$ cat src/rtl/vga_pkg.sv
`default_nettype none
// ============================================================================
//  Module      : vga_pkg
//  Description : Shared VGA timing constants, colour/coordinate types.
//  Revision    : 1.0 - initial release
// ============================================================================
package vga_pkg;

  localparam int VGA_H_ACTIVE = 640;
  localparam int VGA_H_FP     = 16;
  localparam int VGA_H_SYNC   = 96;
  localparam int VGA_H_BP     = 48;
  localparam int VGA_H_TOTAL  = VGA_H_ACTIVE + VGA_H_FP + VGA_H_SYNC + VGA_H_BP;

  localparam int VGA_V_ACTIVE = 480;
  localparam int VGA_V_FP     = 10;
  localparam int VGA_V_SYNC   = 2;
  localparam int VGA_V_BP     = 33;
  localparam int VGA_V_TOTAL  = VGA_V_ACTIVE + VGA_V_FP + VGA_V_SYNC + VGA_V_BP;

  typedef logic [7:0]  color_t;
  typedef logic [10:0] coord_t;

  localparam color_t VGA_MASK_VALUE = 8'h62;
  localparam color_t VGA_BG_COLOR   = 8'h00;

endpackage
`default_nettype wire

$ cat src/rtl/vga_timing_counter.sv
`default_nettype none
// ============================================================================
//  Module      : vga_timing_counter
//  Description : Free-running h/v scan counters with frame_start and raw
//                (undelayed) active / hsync / vsync decodes.
//  Revision    : 1.0 - initial release
// ============================================================================
module vga_timing_counter
  import vga_pkg::*;
#(
  parameter int H_ACTIVE = VGA_H_ACTIVE,
  parameter int H_FP     = VGA_H_FP,
  parameter int H_SYNC   = VGA_H_SYNC,
  parameter int H_BP     = VGA_H_BP,
  parameter int V_ACTIVE = VGA_V_ACTIVE,
  parameter int V_FP     = VGA_V_FP,
  parameter int V_SYNC   = VGA_V_SYNC,
  parameter int V_BP     = VGA_V_BP
) (
  input  logic   clk,
  input  logic   reset,
  output coord_t o_h_count,
  output coord_t o_v_count,
  output logic   o_frame_start,
  output logic   o_raw_active,
  output logic   o_raw_hsync_n,
  output logic   o_raw_vsync_n
);

  localparam coord_t c_H_ACT      = coord_t'(H_ACTIVE);
  localparam coord_t c_H_SYNC_BEG = coord_t'(H_ACTIVE + H_FP);
  localparam coord_t c_H_SYNC_END = coord_t'(H_ACTIVE + H_FP + H_SYNC);
  localparam coord_t c_H_LAST     = coord_t'(H_ACTIVE + H_FP + H_SYNC + H_BP - 1);
  localparam coord_t c_V_ACT      = coord_t'(V_ACTIVE);
  localparam coord_t c_V_SYNC_BEG = coord_t'(V_ACTIVE + V_FP);
  localparam coord_t c_V_SYNC_END = coord_t'(V_ACTIVE + V_FP + V_SYNC);
  localparam coord_t c_V_LAST     = coord_t'(V_ACTIVE + V_FP + V_SYNC + V_BP - 1);

  coord_t r_h;
  coord_t r_v;

  always_ff @(posedge clk or posedge reset) begin
    if (reset) begin
      r_h <= '0;
      r_v <= '0;
    end else if (r_h == c_H_LAST) begin
      r_h <= '0;
      r_v <= (r_v == c_V_LAST) ? '0 : r_v + 11'd1;
    end else begin
      r_h <= r_h + 11'd1;
    end
  end

  assign o_h_count     = r_h;
  assign o_v_count     = r_v;
  // First line of vertical blanking; the wrap to (0,0) never matches this.
  assign o_frame_start = (r_h == '0) && (r_v == c_V_ACT);
  assign o_raw_active  = (r_h < c_H_ACT) && (r_v < c_V_ACT);
  assign o_raw_hsync_n = !((r_h >= c_H_SYNC_BEG) && (r_h < c_H_SYNC_END));
  assign o_raw_vsync_n = !((r_v >= c_V_SYNC_BEG) && (r_v < c_V_SYNC_END));

endmodule
`default_nettype wire

$ cat src/rtl/vga_layer_compositor.sv
`default_nettype none
// ============================================================================
//  Module      : vga_layer_compositor
//  Description : Scan initiator and fixed-priority layer compositor driving
//                VGA colour/sync. Optional per-frame collision flags are
//                built when COLLISION_DETECT_EN is defined.
//  Revision    : 1.0 - initial release
// ============================================================================
module vga_layer_compositor
  import vga_pkg::*;
#(
  parameter int     H_ACTIVE   = VGA_H_ACTIVE,
  parameter int     H_FP       = VGA_H_FP,
  parameter int     H_SYNC     = VGA_H_SYNC,
  parameter int     H_BP       = VGA_H_BP,
  parameter int     V_ACTIVE   = VGA_V_ACTIVE,
  parameter int     V_FP       = VGA_V_FP,
  parameter int     V_SYNC     = VGA_V_SYNC,
  parameter int     V_BP       = VGA_V_BP,
  parameter int     NUM_LAYERS = 4,
  parameter color_t MASK_VALUE = VGA_MASK_VALUE,
  parameter color_t BG_COLOR   = VGA_BG_COLOR
) (
  input  logic                        clk,
  input  logic                        reset,
  output coord_t                      requested_x,
  output coord_t                      requested_y,
  output logic                        frame_start,
  input  color_t [NUM_LAYERS-1:0]     layer_color,
  output color_t                      out_color,
  output logic                        blank_n,
  output logic                        hsync,
  output logic                        vsync,
  output logic   [NUM_LAYERS-2:0]     collision_flags
);

  logic w_frame_start;
  logic w_raw_active;
  logic w_raw_hsync_n;
  logic w_raw_vsync_n;

  vga_timing_counter #(
    .H_ACTIVE (H_ACTIVE),
    .H_FP     (H_FP),
    .H_SYNC   (H_SYNC),
    .H_BP     (H_BP),
    .V_ACTIVE (V_ACTIVE),
    .V_FP     (V_FP),
    .V_SYNC   (V_SYNC),
    .V_BP     (V_BP)
  ) u_timing (
    .clk           (clk),
    .reset         (reset),
    .o_h_count     (requested_x),
    .o_v_count     (requested_y),
    .o_frame_start (w_frame_start),
    .o_raw_active  (w_raw_active),
    .o_raw_hsync_n (w_raw_hsync_n),
    .o_raw_vsync_n (w_raw_vsync_n)
  );

  assign frame_start = w_frame_start;

  logic [NUM_LAYERS-1:0] w_opaque;

  for (genvar k = 0; k < NUM_LAYERS; k++) begin : g_opaque
    assign w_opaque[k] = (layer_color[k] != MASK_VALUE);
  end

  // Walk from lowest to highest priority so the lowest opaque index wins.
  color_t w_pick;
  always_comb begin
    w_pick = BG_COLOR;
    for (int k = NUM_LAYERS - 1; k >= 0; k--) begin
      if (w_opaque[k]) begin
        w_pick = layer_color[k];
      end
    end
  end

  logic   r_active_d1;
  logic   r_hsync_n_d1;
  logic   r_vsync_n_d1;
  color_t r_color;
  logic   r_blank_n;
  logic   r_hsync;
  logic   r_vsync;

  // Stage 1 aligns scan decodes with the layer replies; stage 2 is the output.
  always_ff @(posedge clk or posedge reset) begin
    if (reset) begin
      r_active_d1  <= 1'b0;
      r_hsync_n_d1 <= 1'b1;
      r_vsync_n_d1 <= 1'b1;
      r_color      <= '0;
      r_blank_n    <= 1'b0;
      r_hsync      <= 1'b1;
      r_vsync      <= 1'b1;
    end else begin
      r_active_d1  <= w_raw_active;
      r_hsync_n_d1 <= w_raw_hsync_n;
      r_vsync_n_d1 <= w_raw_vsync_n;
      r_color      <= r_active_d1 ? w_pick : '0;
      r_blank_n    <= r_active_d1;
      r_hsync      <= r_hsync_n_d1;
      r_vsync      <= r_vsync_n_d1;
    end
  end

  assign out_color = r_color;
  assign blank_n   = r_blank_n;
  assign hsync     = r_hsync;
  assign vsync     = r_vsync;

`ifdef COLLISION_DETECT_EN
  logic [NUM_LAYERS-2:0] w_hit;
  logic [NUM_LAYERS-2:0] r_sticky;
  logic [NUM_LAYERS-2:0] r_flags;

  assign w_hit = {(NUM_LAYERS-1){r_active_d1 & w_opaque[0]}} & w_opaque[NUM_LAYERS-1:1];

  // frame_start sits in blanking, so no hit can be lost at the clear.
  always_ff @(posedge clk or posedge reset) begin
    if (reset) begin
      r_sticky <= '0;
      r_flags  <= '0;
    end else if (w_frame_start) begin
      r_flags  <= r_sticky;
      r_sticky <= '0;
    end else begin
      r_sticky <= r_sticky | w_hit;
    end
  end

  assign collision_flags = r_flags;
`else
  assign collision_flags = '0;
`endif

endmodule
`default_nettype wire

$ cat config.mk
export PLATFORM = sky130hd
export DESIGN_NAME = vga_layer_compositor
export DESIGN_NICKNAME = d
export VERILOG_FILES = /design/src/rtl/vga_pkg.sv /design/src/rtl/vga_timing_counter.sv /design/src/rtl/vga_layer_compositor.sv
export SDC_FILE = /design/constraint.sdc
export NUM_CORES = 1
export LEC_CHECK = 0
export CORE_AREA = 2 2 69 71
export CTS_BUF_LIST = sky130_fd_sc_hd__clkbuf_2
export CTS_CLUSTER_DIAMETER = 80
export CTS_CLUSTER_SIZE = 25
export DETAILED_ROUTE_END_ITERATION = 8
export DIE_AREA = 0 0 71 73
export GPL_TIMING_DRIVEN = 0
export PLACE_DENSITY = 0.8
export SYNTH_ARGS = -nofsm -noshare
export SYNTH_HDL_FRONTEND = slang
export SYNTH_SLANG_ARGS = --single-unit
$ cat constraint.sdc
create_clock -name clk -period 1.8 [get_ports clk]
set_input_delay 0.36 -clock clk [delete_from_list [all_inputs] [get_ports clk]]
set_output_delay 0.36 -clock clk [all_outputs]
set_load 0.1 [all_outputs]
==> metrics.md <==
| Metric | Value |
|---|---|
| DRT antenna net count | `0` |
| Post-synth EDFFs | `0` |
| Synth warnings | `0` |
| Layout Area Growth over Synthesis | `51.9%` |
| Largest clock skew in the final design | `0.00983 ns` |
| Clock tree root driver cell | `clkbuf_2` |
| Die Ht | `73 um` |
| Die Outline Area | `5180 sq um` |
| Dominant cell by count in the synthesized netlist | `dfrtp_1` |
| TritonCTS clock tree | `yes` |
| Synthesized instance count | `198` |
| Part of the power in registers | `51.4%` |
| CTS hold repair buffers | `0` |
| Count of port buffers added during placement | `67` |
| Power density over the cells | `538 nW/um^2` |
| Top cells by area in the synthesized netlist | `dfrtp_1 (41%), dfstp_2 (5.4%), nand2_1 (3.6%)` |
| Total inserted antenna cells | `0` |
| Clock share of power | `32.4%` |
| Detailed Route Iter0 Violations | `103` |
| Buffer depth of the longest clock path | `2` |
| Congestion Overflow GR | `0` |
| Transition at the pin with the smallest max-transition slack | `0.749 ns` |
| Fin crit period | `2.28 ns` |
| Standby leakage power | `0.00128 uW` |
| Detailed-route DRC error count | `0` |
| CTS clock-pin slew for the worst setup and hold paths | `0.20 ns` |
| Chip width | `71 um` |
| I/O pin count | `71` |
| Post-synth top area cell | `dfrtp_1` |
| HPWL after detailed placement | `3.77 mm` |
| Post-synthesis share of cell area spent on full adders, half adders and majority gates | `2.55%` |
| Top cell types by occurrence after synthesis | `dfrtp_1 (32), nand2_1 (19), nor2_1 (16), nand3_1 (13), nor3_1 (10)` |
| Sum of routed wire length over all layers | `5.28 mm` |
| Maximum number of pins on one net before global-route repair | `37` |
| Gp weighted congestion | `0.846` |
| Kind of capture point of the worst setup path | `output pin` |
| Compound-Gate Fraction of Synth Area | `8.75%` |
| Violations in the final reports | `setup timing` |
| Result of the run | `finished, violations left` |
| Net total in the final layout | `322` |
| Clock latency at the later pin of the worst-skew pair | `0.39 ns` |
| Filler Cell Count | `370` |
| Int Power | `1150 uW` |
| Unrepaired setup endpoints after global routing | `yes` |
| Floorplan core area | `4540 sq um` |
| Post-synthesis mux area share | `1.09%` |
| Routed wirelength normalized by instance count | `15.6 um` |
| MaxCap Viol Count | `0` |
| Starting density of the core | `43.2%` |
| Number of clock sinks | `36` |
| PnR worst setup slack | `-0.482 ns` |
| Max-slew headroom at the worst pin | `50.0%` |
| Final critical-path share of the clock period | `127%` |
| Antenna violations before repair | `0` |
| Post-Synth Simple-Gate Area | `31.0%` |
| Number of flip-flops and latches in the synthesized netlist | `36` |
| Portion of the post-synthesis area used by sequential elements | `46.2%` |
| Xor and xnor fraction of the mapped netlist area | `4.92%` |
| Proportion of synthesized flip-flops having asynchronous set or reset | `100%` |
| Highest-delay cell along the critical path | `or4_4` |
| Count of final setup violators | `1` |
| Combinational group share of total power | `16.2%` |
| DP Worst Slack | `-0.986 ns` |
| Sum of negative setup slack | `-0.482 ns` |
| Cell area after synthesis | `1960 sq um` |
| Total power after layout | `1600 uW` |
| Via density per instance | `5.53` |
| TritonCTS buffer count | `5` |
| Wire length of the first global-routing pass | `8.36 mm` |
| Total routing usage reported by global routing | `20.3%` |
| First-pass DRT Iterations | `4` |
| Number of global-route vias before repair | `1840` |
| Via count of the routed design | `1876` |
| Maximum clock frequency | `438 MHz` |
| Final Max Slew Viols | `0` |
| Final hold viol count | `0` |
| Yosys cell types | `50` |
| Startpoint-to-endpoint class of the critical path | `reg -> out` |
| Maximum level of the CTS H-tree | `2` |
| Ordered list of cells on the worst path | `or4_4, nor3_4, buf_12` |
| IR drop worst, VDD | `0.314 mV` |
| Switching fraction of total power | `28.1%` |
| Startpoint type of the worst setup path | `flip-flop` |
| Top_reg_cell synth | `dfrtp_1` |
| Top-area cell type share of the netlist area | `40.9%` |
| Highest cell delay on the worst timing path | `0.56 ns` |
| Number of placement rows | `25` |
| Highest net fanout along the worst path | `2` |
| Arr. time, crit path | `1.92 ns` |
| Post-Syn Area per Cell | `9.90 sq um` |
| Power dissipated by switching net loads | `449 uW` |
| Dominant combinational cell family by area after synthesis | `simple AND/OR/NAND/NOR gates` |
| Endpoint required time on the critical path | `1.44 ns` |
| Layout cells sized above 1 | `41.4%` |
| Min-delay worst type | `reg -> reg` |
## power by group through the flow
stage,clock [uW],combinational [uW],sequential [uW]
after floorplan,0,73.6,908
after global placement,0,257,836
after detailed placement,0,259,837
after CTS,527,257,822
after global routing,554,272,823
final,519,259,822
## logic make-up (layout without fill, tap and decap cells)
logic type      after synthesis  after routing
simple gates                100            100
flops                        36             36
compound gates               26             26
buf+inv                      18            103
xor+xnor                     11             11
fa+ha+maj                     4              4
mux                           2              2
other cells                   1              3
## critical path, delay by kind of cell (launching register included)
family	cells	cell delay, ns
and+or+nand+nor	2	0.81
buffers and inverters	1	0.21
DFF	1	0.52
## cell type report
cell class                 instances  area, sq um  share of cell area, %
inverter                           9         33.8                   1.14
clock inverter                     3         42.5                   1.43
timing repair buffer              78          691                   23.2
buffer                             8         68.8                   2.31
clock buffer                       5         25.0                  0.841
multi-input combinational        146         1100                   36.9
sequential                        36          948                   31.9
tap                               54         67.6                   2.27
## final timing paths
| path | startpoint | end | slack (ns) | depth (start not counted) |
|---|---|---|---|---|
| max | u_timing.o_v_count[4] | frame_start | -0.48 | 3 |
| min | r_vsync_n_d1 | vsync | 0.37 | 0 |
| max reg2reg | u_timing.o_h_count[0] | u_timing.o_v_count[4] | 0.06 | 7 |
| min reg2reg | r_vsync_n_d1 | vsync | 0.37 | 0 |
| max in group asynchronous | reset | u_timing.o_h_count[0] | 0.87 | 2 |
| min in group asynchronous | reset | u_timing.o_h_count[9] | 0.38 | 2 |
## metal layers
layer  vias to the layer above  GRT usage, %  part of all wire (%)  routed length [um]
met1                       908          24.5                    42                2220
li1                        887             -                     -                   -
met2                        65          36.4                    51                2710
met4                         0          8.18                   2.3                 119
met5                         -             0                     0                   0
met3                        16          3.04                   4.4                 235
## state kept, by name, indices dropped and copies added, names as in the netlist
signal              cells
blank_n                 1
r_active_d1             1
u_timing.o_v_count     11
hsync                   1
r_hsync_n_d1            1
vsync                   1
r_vsync_n_d1            1
out_color               8
u_timing.o_h_count     11
## repair_timing
action / in CTS / in global routing
setup buffers: 5 / 7
endpoints found under the setup margin: 40 / 21
gates resized for setup: 146 / 34
pin swaps: 4 / 12
## metrics by stage
stage                     instances  util (%)  cell area (sq um)  hold slack [ns]
after floorplan                 200         -               2030            0.345
after global placement          321      61.1               2770            0.346
after detailed placement        321      61.1               2770            0.347
after CTS                       333      63.4               2880            0.370
after global routing            339      65.6               2980            0.375
final                           339      65.6               2980            0.369
## layout by cell type (no fill, tap or decap), types with 3 or more instances in the layout
master	synthesis	final
clkdlybuf4s50_1	0	33
buf_2	1	18
nand2_1	19	18
nor2_1	16	16
dfrtp_2	0	16
nand3_1	13	13
buf_4	3	13
clkdlybuf4s15_2	0	13
dfrtp_1	32	10
xor2_1	8	8
nor3_1	10	8
a21oi_1	7	7
nand4_1	6	6
dfrtp_4	0	6
inv_1	9	5
and3_1	5	5
clkbuf_2	0	5
inv_2	0	4
dfstp_2	4	4
buf_6	3	3
xnor2_1	3	3
nor4_4	1	3
a311oi_1	3	3
o21ai_0	5	3
conb_1	1	3
clkbuf_4	0	3
(Power assumes the default switching activity.)
